==> src/rtl/ds_temp_ctrl_pkg.sv <==
// Shared constants for the DS18B20 measurement sequencer: 1-wire command bytes,
// FSM state encoding and the default conversion wait.
package ds_temp_ctrl_pkg;

  localparam logic [7:0] CMD_SKIP_ROM = 8'hCC;
  localparam logic [7:0] CMD_CONVERT  = 8'h44;
  localparam logic [7:0] CMD_READ_SP  = 8'hBE;

  localparam int CONV_CYCLES_DEF = 37_500_000;

  typedef enum logic [3:0] {
    ST_IDLE   = 4'd0,
    ST_RST1   = 4'd1,
    ST_SKIP1  = 4'd2,
    ST_CONV   = 4'd3,
    ST_WAIT   = 4'd4,
    ST_RST2   = 4'd5,
    ST_SKIP2  = 4'd6,
    ST_RDCMD  = 4'd7,
    ST_RD_LSB = 4'd8,
    ST_RD_MSB = 4'd9,
    ST_DONE   = 4'd10
  } state_e;

endpackage

==> src/rtl/ds_temp_ctrl.sv <==
// DS18B20 command sequencer: drives the byte-level 1-wire layer through one full
// convert-and-read transaction per start pulse and presents the raw temperature word.
module ds_temp_ctrl
  import ds_temp_ctrl_pkg::*;
#(
  parameter int CONV_CYCLES = CONV_CYCLES_DEF,
  parameter int CNT_W       = 26
) (
  input  logic        clk,
  input  logic        rst_n,
  input  logic        start,
  output logic        busy,
  output logic        rst_en,
  output logic        wr_en,
  output logic [7:0]  wdata,
  output logic        rd_en,
  input  logic [7:0]  rdata,
  input  logic        rdata_vld,
  input  logic        rdy,
  output logic [15:0] temp,
  output logic        temp_vld
);

  localparam logic [CNT_W-1:0] CNT_LAST = CNT_W'(CONV_CYCLES - 1);

  state_e           state_q, state_d;
  logic [CNT_W-1:0] cnt_q, cnt_d;
  logic             req_sent_q, req_sent_d;
  logic [7:0]       lsb_q, lsb_d;
  logic             busy_q, busy_d;
  logic             rst_en_q, rst_en_d;
  logic             wr_en_q, wr_en_d;
  logic             rd_en_q, rd_en_d;
  logic [7:0]       wdata_q, wdata_d;
  logic [15:0]      temp_q, temp_d;
  logic             temp_vld_q, temp_vld_d;

  logic pulse_hi;
  logic can_issue;
  logic wr_done;
  logic rd_done;

  // A new request needs a free byte layer and no pulse still in flight; a write or
  // reset completes once the layer reports ready again after the pulse.
  assign pulse_hi  = rst_en_q | wr_en_q | rd_en_q;
  assign can_issue = !req_sent_q && rdy && !pulse_hi;
  assign wr_done   = req_sent_q && !pulse_hi && rdy;
  assign rd_done   = req_sent_q && rdata_vld;

  always_comb begin
    state_d    = state_q;
    cnt_d      = cnt_q;
    req_sent_d = req_sent_q;
    lsb_d      = lsb_q;
    rst_en_d   = 1'b0;
    wr_en_d    = 1'b0;
    rd_en_d    = 1'b0;
    wdata_d    = wdata_q;
    temp_d     = temp_q;
    temp_vld_d = 1'b0;

    unique case (state_q)
      ST_IDLE: begin
        if (start) state_d = ST_RST1;
      end
      ST_RST1, ST_RST2: begin
        if (can_issue) begin
          rst_en_d   = 1'b1;
          req_sent_d = 1'b1;
        end else if (wr_done) begin
          req_sent_d = 1'b0;
          state_d    = (state_q == ST_RST1) ? ST_SKIP1 : ST_SKIP2;
        end
      end
      ST_SKIP1, ST_SKIP2, ST_CONV, ST_RDCMD: begin
        if (can_issue) begin
          wr_en_d    = 1'b1;
          req_sent_d = 1'b1;
          unique case (state_q)
            ST_CONV:  wdata_d = CMD_CONVERT;
            ST_RDCMD: wdata_d = CMD_READ_SP;
            default:  wdata_d = CMD_SKIP_ROM;
          endcase
        end else if (wr_done) begin
          req_sent_d = 1'b0;
          unique case (state_q)
            ST_SKIP1: state_d = ST_CONV;
            ST_CONV:  state_d = ST_WAIT;
            ST_SKIP2: state_d = ST_RDCMD;
            default:  state_d = ST_RD_LSB;
          endcase
        end
      end
      ST_WAIT: begin
        if (cnt_q == CNT_LAST) begin
          cnt_d   = '0;
          state_d = ST_RST2;
        end else begin
          cnt_d = cnt_q + 1'b1;
        end
      end
      ST_RD_LSB, ST_RD_MSB: begin
        if (can_issue) begin
          rd_en_d    = 1'b1;
          req_sent_d = 1'b1;
        end else if (rd_done) begin
          req_sent_d = 1'b0;
          if (state_q == ST_RD_LSB) begin
            lsb_d   = rdata;
            state_d = ST_RD_MSB;
          end else begin
            temp_d     = {rdata, lsb_q};
            temp_vld_d = 1'b1;
            state_d    = ST_DONE;
          end
        end
      end
      ST_DONE: begin
        state_d = ST_IDLE;
      end
      default: begin
        state_d = ST_IDLE;
      end
    endcase

    busy_d = (state_d != ST_IDLE);
  end

  always_ff @(posedge clk or negedge rst_n) begin
    if (!rst_n) begin
      state_q    <= ST_IDLE;
      cnt_q      <= '0;
      req_sent_q <= 1'b0;
      lsb_q      <= '0;
      busy_q     <= 1'b0;
      rst_en_q   <= 1'b0;
      wr_en_q    <= 1'b0;
      rd_en_q    <= 1'b0;
      wdata_q    <= '0;
      temp_q     <= '0;
      temp_vld_q <= 1'b0;
    end else begin
      state_q    <= state_d;
      cnt_q      <= cnt_d;
      req_sent_q <= req_sent_d;
      lsb_q      <= lsb_d;
      busy_q     <= busy_d;
      rst_en_q   <= rst_en_d;
      wr_en_q    <= wr_en_d;
      rd_en_q    <= rd_en_d;
      wdata_q    <= wdata_d;
      temp_q     <= temp_d;
      temp_vld_q <= temp_vld_d;
    end
  end

  assign busy     = busy_q;
  assign rst_en   = rst_en_q;
  assign wr_en    = wr_en_q;
  assign rd_en    = rd_en_q;
  assign wdata    = wdata_q;
  assign temp     = temp_q;
  assign temp_vld = temp_vld_q;

endmodule

==> config.mk <==
export PLATFORM = sky130hd
export DESIGN_NAME = ds_temp_ctrl
export DESIGN_NICKNAME = d
export VERILOG_FILES = /design/src/rtl/ds_temp_ctrl_pkg.sv /design/src/rtl/ds_temp_ctrl.sv
export SDC_FILE = /design/constraint.sdc
export NUM_CORES = 1
export LEC_CHECK = 0
export CAP_MARGIN = 25
export CORE_MARGIN = 1
export CORE_UTILIZATION = 50
export CTS_CLUSTER_DIAMETER = 120
export CTS_CLUSTER_SIZE = 20
export DETAILED_ROUTE_END_ITERATION = 10
export GPL_TIMING_DRIVEN = 1
export PLACE_DENSITY = 0.73
export SKIP_CTS_REPAIR_TIMING = 1
export SYNTH_ARGS = -nofsm -noshare
export SYNTH_HDL_FRONTEND = slang
export SYNTH_SLANG_ARGS = --single-unit
==> constraint.sdc <==
create_clock -name clk -period 3 [get_ports clk]
set_input_delay 0.6 -clock clk [delete_from_list [all_inputs] [get_ports clk]]
set_output_delay 0.6 -clock clk [all_outputs]
set_load 0.01 [all_outputs]
# Yosys cells after proc, flatten, opt, wreduce, memory -nomap -nowiden
# Index checks and enable logic that the tools add are counted.
dict set report word_totals {
  register_bits 68
  in_bits 13
  out_inout_bits 29
  elab_cells 73
}
dict set report op_classes {
  addsub 1
  eq_ne 12
  n_mux 27
  bitwise_logic 4
  reduce_logical 18
}
# cell n
set ops {}
lappend ops {{$mux 4} 8}
lappend ops {{$add 26x1->26 const B} 1}
lappend ops {{$eq 26x26->1 const B} 1}
lappend ops {{$mux 26} 1}
lappend ops {{$pmux 4 s5} 1}
lappend ops {{$eq 4x3->1 const B} 4}
lappend ops {{$pmux 8 s2} 1}
lappend ops {{$mux 1} 12}
lappend ops {{$pmux 4 s3} 1}
lappend ops {{$eq 4x2->1 const B} 2}
lappend ops {{$eq 4x4->1 const B} 2}
lappend ops {{$reduce_and 4->1} 2}
lappend ops {{$reduce_or 6->1} 1}
lappend ops {{$logic_and 1x1->1} 5}
lappend ops {{$eq 4x1->1 const B} 1}
lappend ops {{$logic_not 4->1} 1}
lappend ops {{$reduce_bool 4->1} 1}
lappend ops {{$reduce_or 2->1} 2}
lappend ops {{$reduce_or 4->1} 1}
lappend ops {{$mux 3} 1}
lappend ops {{$ne 3x1->1 const B} 1}
lappend ops {{$ne 3x3->1 const B} 1}
lappend ops {{$reduce_and 3->1} 1}
lappend ops {{$logic_not 1->1} 2}
lappend ops {{6 further kinds} 8}

# Longest topological paths before layout
# Gate-level depths: netlist (run 1).
dict set report depth {
  word_depth 9
  mapped_depth 7
  depth_no_buf 5
}

# Worst setup path before layout (run 1)
# No wires, ideal clock.
dict set report synth_path {
  path_type {reg2reg}
  from {register state_q[3]}
  to {register cnt_q[25]}
  t_arrival_ns 2.085
  t_required_ns 2.922
  setup_slack_ns 0.838
  stages_incl_launch_ff 5
  path_buffers 0
  cell_sequence {dfrtp_1 > or4b_4 > or4_4 > or4_1 > a21oi_1}
}
dict set report synth_via {
  elab_chain_cells 1
}
# element line_no
set synth_rtl {}
lappend synth_rtl {{start, declared} ds_temp_ctrl.sv:26} ;# state_e state_q, state_d;
lappend synth_rtl {{start signal, assigned} ds_temp_ctrl.sv:143} ;# state_q <= state_d;
lappend synth_rtl {{$eq 4x3->1} ds_temp_ctrl.sv:62} ;# unique case (state_q)
lappend synth_rtl {{end signal, assigned} ds_temp_ctrl.sv:144} ;# cnt_q <= cnt_d;
lappend synth_rtl {{end, declared} ds_temp_ctrl.sv:27} ;# logic [CNT_W-1:0] cnt_q, cnt_d;
# No other way between the ends.
# A chain may end at the register's enable or synchronous reset.

# Final worst setup path (run 1)
dict set report layout_path {
  from {register state_q[0]}
  to {register cnt_q[25]}
}
# The elaborated chain is that of the path after synthesis.

==> flow_summary.ini, run 1 <==
[status]
outcome = completed

[clock_tree]
cts_tree = built
clock_sinks = 64
path_clk_slew_ns = 0.07
numCtsBuffers = 9
clk_latency_ns = 0.34
cts_root_buf = clkbuf_8
ctsHtreeMaxLevel = 3
cts_max_path_buffers = 2

[floorplan]
core_area_um2 = 5570
floorplan.die_area_um2 = 6150
die_y_um = 78.4
die_w_um = 78.4
ios = 42
core.rowCount = 27
initial_core_util_pct = 52.4

[critical_path]
worstRegToRegCells = 4
rr_startpoint = state_q[0]$_DFF_PN0_
path_class = flop to flop
cp_max_fo = 14
endpoint_kind = flop
worstSetupStartpointType = flop
worst_ep_arrival_time_ns = 2.81
reg2reg_slack_ns = 0.46
critPathRequiredTime_ns = 3.28
r2r_end = cnt_q[25]$_DFFE_PN0P_

[cells_and_area]
drive_above_1_share_pct = 16.9
n_fill_cell = 462
area_growth_pct = 22.5
nets = 316
n_antenna_cell = 0

[place]
dp_slack_ns = 0.402
gp_congestion = 0.834
io_buffer_count = 40
dp_hpwl_um = 3960

[grt]
grt_pass1_wl_um = 9960
antenna_found_initial = 0
grt-ovfl-total = 0
grt_start_max_net_pins = 40
grt_use_total_pct = 21.5
first_global_vias = 2102

[timing]
timing.fmax_ghz = 0.394
rsz0062_at_grt = false
setup_viol = 0
drv_slew = 0
period_share_pct = 84.6
slew-limit-headroom_pct = 61.4
min_period_ns = 2.54
tightest_slew_ns = 0.578
finClkSkew_ns = 0.0106
finalSetupTns_ns = 0
finalHoldViolCount = 0
fin_ws_ns = 0.461

[route]
vias = 2153
drt_wl_total_um = 5740
viasPerCell = 5.68
dr.pass1.iters = 4
drc = 0
drt_iter0_drc = 80
wire_per_inst_um = 15.2
ant_nets = 0

[flow_run]
max_cap_viol_count = 0

[logic_synthesis]
synth_nets = 274
synth_top_flop_cell = dfrtp_1
ys_top_cells_by_area = dfrtp_1, mux2_2, nand4_1, xnor2_1, xor2_1
avgSynthCellArea_um2 = 11.2
synth_top_cell_area_share_pct = 54.8
synth_seq_cells = 64
ys_top_cells_by_count = dfrtp_1, mux2_2, nand2_1, nor2_1, nand4_1
synth_edf_count = 0
syn_area_um2 = 2920
async_flop_share_pct = 100
synth_largest_area_cell = dfrtp_1
yosysWarnings = 0
ys_types = 42
synthCells = 260
synth_most_common_cell = dfrtp_1
ys_seq_area_share_pct = 54.8

[power_and_ir_drop]
p_leak_nw = 1.57
power_density_nw_per_um2 = 665
irDropWorstVdd_mv = 0.391

[min_path]
hold_class = primary input to async pin
how the worst max path moves through the flow:
stage                               startpoint                    end  slack [ns]
after floorplan           state_q[3]$_DFF_PN0_  cnt_q[25]$_DFFE_PN0P_        0.84
after global placement                     rdy   wdata[6]$_DFFE_PN0P_        0.43
after detailed placement                   rdy   wdata[6]$_DFFE_PN0P_        0.40
after CTS                 state_q[0]$_DFF_PN0_  cnt_q[25]$_DFFE_PN0P_        0.46
after global routing      state_q[0]$_DFF_PN0_  cnt_q[25]$_DFFE_PN0P_        0.33
final                     state_q[0]$_DFF_PN0_  cnt_q[25]$_DFFE_PN0P_        0.46
cell usage in the layout, fill, tap and decap left out, types with 2 or more instances in the layout:
cell type,netlist,routed
or4_1,5,5
mux2_2,24,24
nand4_1,12,12
clkdlybuf4s50_1,0,39
o31ai_1,4,4
clkinv_2,0,2
o311ai_0,2,2
nand2_1,17,17
o21a_1,2,2
inv_1,8,8
and3_1,3,3
buf_4,6,4
nor3_1,8,8
or3_1,6,6
and4_1,5,5
nand2b_1,2,2
dfrtp_1,64,64
a21oi_1,8,8
xnor2_1,8,8
nor4b_1,3,3
clkbuf_8,0,10
nor2_1,13,13
xor2_1,8,8
nor4_1,5,5
nand3_1,10,10
o21ai_0,11,11
nor4_2,2,2
kinds of logic (layout without fill, tap and decap cells):
family | count (synthesis) | after routing | synth area share (%)
other | 1 | 1 | 0.128
AO/OA/AOI/OAI | 33 | 33 | 6.94
AND/OR/NAND/NOR | 99 | 99 | 20.0
buffers and inverters | 22 | 69 | 3.60
multiplexers | 24 | 24 | 9.25
flip-flops | 64 | 64 | 54.8
adder cells (fa/ha/maj) | 1 | 1 | 0.428
XOR/XNOR | 16 | 16 | 4.80
registers in the layout (all words and copies together) (netlist names):
name,cells
busy,1
cnt_q,26
lsb_q,8
rd_en,1
req_sent_q,1
rst_en,1
state_q,4
temp,16
temp_vld,1
wdata,4
wr_en,1
per-stage QoR:
| step | cells | area [um^2] | power [mW] | hold slack (ns) | util [%] |
|---|---|---|---|---|---|
| floorplan | 260 | 2920 | 1.45 | 0.304 | - |
| global placement | 363 | 3380 | 1.64 | 0.468 | 60.7 |
| detailed placement | 363 | 3380 | 1.66 | 0.457 | 60.7 |
| CTS | 379 | 3580 | 2.41 | 0.255 | 64.2 |
| global route | 379 | 3580 | 2.52 | 0.285 | 64.2 |
| finish | 379 | 3580 | 2.38 | 0.246 | 64.2 |
per-layer routing:
layer,vias up,global-route usage [%],routed length [um]
met5,-,0,0
met3,8,6.74,327
met4,0,9.63,84
met2,53,31.7,2650
met1,1058,29.2,2680
li1,1034,-,-
area by class of cell:
cell class / count / area, um^2 / share of cell area, %
clock buffers: 11 / 141 / 3.95
inverters: 8 / 30.0 / 0.839
well taps: 72 / 90.1 / 2.52
flip-flops and latches: 64 / 1600 / 44.8
clock inverters: 5 / 56.3 / 1.57
multi-input cells: 174 / 1210 / 33.9
repair buffers: 45 / 445 / 12.4
where the power goes:
| part | internal [mW] | leakage (nW) | switching (mW) |
|---|---|---|---|
| Clock | 0.405 | 0.0993 | 0.333 |
| Combinational | 0.273 | 0.612 | 0.244 |
| Sequential | 0.982 | 0.856 | 0.143 |
worst max-delay path: stages, from the launching register on:
cell and delay [ns]:
dfrtp_1 0.49, or4b_4 0.66, or4_4 0.65, or4_1 0.53, a21oi_1 0.14
(Power assumes the default switching activity.)
==> run 2, diff against run 1 <==
CORE_UTILIZATION = 49   (was 50)
PLACE_DENSITY = 0.75   (was 0.73)
clock period = 2 ns   (was 3 ns; I/O delays follow)
==> run 2 against run 1 <==
Against the previous run: the flow now finishes with violations (negative setup slack); first-iteration DRC count is 100% higher; die area is 2.0% higher; register-to-register slack worse by 0.69 ns; core utilization is 5.6 points higher; count of clock-buffer cells in the layout stayed put; via count is 7.3% higher.
==> flow_summary.ini, run 2 (same netlist as run 1, synthesis figures left out) <==
[status]
outcome = finished, violations left
violations = negative setup slack

[critical_path]
r2r_end = cnt_q[19]$_DFFE_PN0P_
slowest_stage = or4b_4
path_class = flop to flop
path_common_cell = or4_4
crit_chain = or4b_4, or4_4, or4_4, a21oi_2
cp_max_fo = 5
reg2reg_slack_ns = -0.23
worstSetupStartpointType = flop
worstRegToRegCells = 4
endpoint_kind = flop
critPathRequiredTime_ns = 2.27
cpPeakStageDelay_ns = 0.57
rr_startpoint = state_q[0]$_DFF_PN0_
worst_ep_arrival_time_ns = 2.50

[cells_and_area]
nets = 340
finish.instance_area_um2 = 3940
final_cell_mix = dfrtp_1, clkdlybuf4s50_1, mux2_2, buf_4, nand2_1
final_common_cell = dfrtp_1
largest_reg_flops = 26
n_antenna_cell = 0
top_register = cnt_q
drive_above_1_share_pct = 28.7
fin_cells = 403
area_growth_pct = 34.9

[power_and_ir_drop]
clkPwrFrac_pct = 31.8
power.net_switching_mw = 1.17
irDropWorstVdd_mv = 0.825
power_density_nw_per_um2 = 994
swShare_pct = 29.8
combPwrFrac_pct = 26.7
p_int_mw = 2.75
power.total_mw = 3.92
share_seq_of_total_power_pct = 41.5
p_leak_nw = 1.79

[place]
dp_hpwl_um = 4290
io_buffer_count = 40
placed_cells = 382
dpl_cell_area_um2 = 3550
gp_congestion = 0.797

[grt]
met1_usage_pct = 28.2
grt-ovfl-total = 0
grt_pass1_wl_um = 10800
antenna_found_initial = 0
grt_use_total_pct = 22.6
top_usage_layer = met2
grt_start_max_net_pins = 47
grtUsageMet2_pct = 36.8
first_global_vias = 2306
use_met3_pct = 7.24

[timing]
setup_viol = 16
finalHoldViolCount = 0
fin_ws_ns = -0.230
rsz0062_at_grt = true
slew-limit-headroom_pct = 62.2
min_period_ns = 2.23
tightest_slew_ns = 0.565
period_share_pct = 112
finClkSkew_ns = 0.0101
timing.fmax_ghz = 0.448
drv_slew = 0

[floorplan]
die_y_um = 79.2
initial_core_util_pct = 51.8
floorplan.die_area_um2 = 6270
die_w_um = 79.2
core.rowCount = 27
ios = 42
core_area_um2 = 5640

[route]
drt_iter0_drc = 163
ant_nets = 0
drt_wl_total_um = 6700
viasPerCell = 5.73
vias = 2311
dr.pass1.iters = 5
drc = 0
wire_per_inst_um = 16.6

[clock_tree]
cts_tree = built
cts_root_buf = clkbuf_8
path_clk_slew_ns = 0.08
numCtsBuffers = 9
ctsHtreeMaxLevel = 3
cts_max_path_buffers = 2
clock_sinks = 64
clk_latency_ns = 0.35

[flow_run]
max_cap_viol_count = 0

[min_path]
hold_class = primary input to async pin
## run 2: cell count changes in the layout (fill, tap and decap cells not counted), moves of 2 or more
cell and change:
a21oi_2 +3, a21oi_1 -3, or4_4 +5, nor3_1 -4, buf_4 +20, or4_1 -4, nor2_1 -3, nor2_4 +2
buf_6 +2, nor4_4 +2, nor3_4 +4
## run 2: worst max-delay path by stage
stage                          from                      to  depth (start not counted)  slack [ns]
2_1_floorplan  state_q[3]$_DFF_PN0_   cnt_q[19]$_DFFE_PN0P_                          4       -0.11
3_3_place_gp                    rdy    state_q[1]$_DFF_PN0_                          6       -0.19
3_5_place_dp                    rdy  req_sent_q$_DFFE_PN0P_                          5       -0.26
4_1_cts        state_q[0]$_DFF_PN0_   cnt_q[17]$_DFFE_PN0P_                          5       -0.22
5_1_grt        state_q[0]$_DFF_PN0_   cnt_q[19]$_DFFE_PN0P_                          4       -0.27
6_report       state_q[0]$_DFF_PN0_   cnt_q[19]$_DFFE_PN0P_                          4       -0.23
## run 2: through the flow
step	setup TNS (ns)	setup WS, ns	hold WS (ns)	util (%)
after floorplan	-0.575	-0.111	0.104	-
after global placement	-2.04	-0.186	0.377	63.0
after detailed placement	-2.81	-0.263	0.379	63.0
after CTS	-1.31	-0.222	0.0212	66.9
after global routing	-2.51	-0.272	0.0302	69.8
final	-1.56	-0.230	0.00879	69.8
## run 2: layout make-up
cell class                      count  area [um^2]
Tap cell                           72         90.1
Timing Repair Buffer               68          638
Multi-Input combinational cell    175         1360
Clock inverter                      5         80.1
Inverter                            8         30.0
Sequential cell                    64         1600
Fill cell                         392         1700
Clock buffer                       11          141
## run 2: layer usage
metal	wire [um]	part of all wire, %
met5	0	0
met2	3340	50
met3	338	5.0
met1	2900	43
met4	119	1.8
## run 2: power groups by stage
| stage | clock network (mW) | logic (mW) | registers (mW) |
|---|---|---|---|
| floorplan | 0 | 0.534 | 1.64 |
| global placement | 0 | 0.949 | 1.63 |
| detailed placement | 0 | 0.983 | 1.64 |
| CTS | 1.26 | 0.990 | 1.62 |
| global route | 1.32 | 1.15 | 1.65 |
| finish | 1.25 | 1.05 | 1.62 |
## run 2: worst max-delay path, delay by kind of cell, from the launching register on
| family | cells | cell delay (ns) |
|---|---|---|
| simple gates | 3 | 1.62 |
| flops | 1 | 0.39 |
| compound gates | 1 | 0.14 |
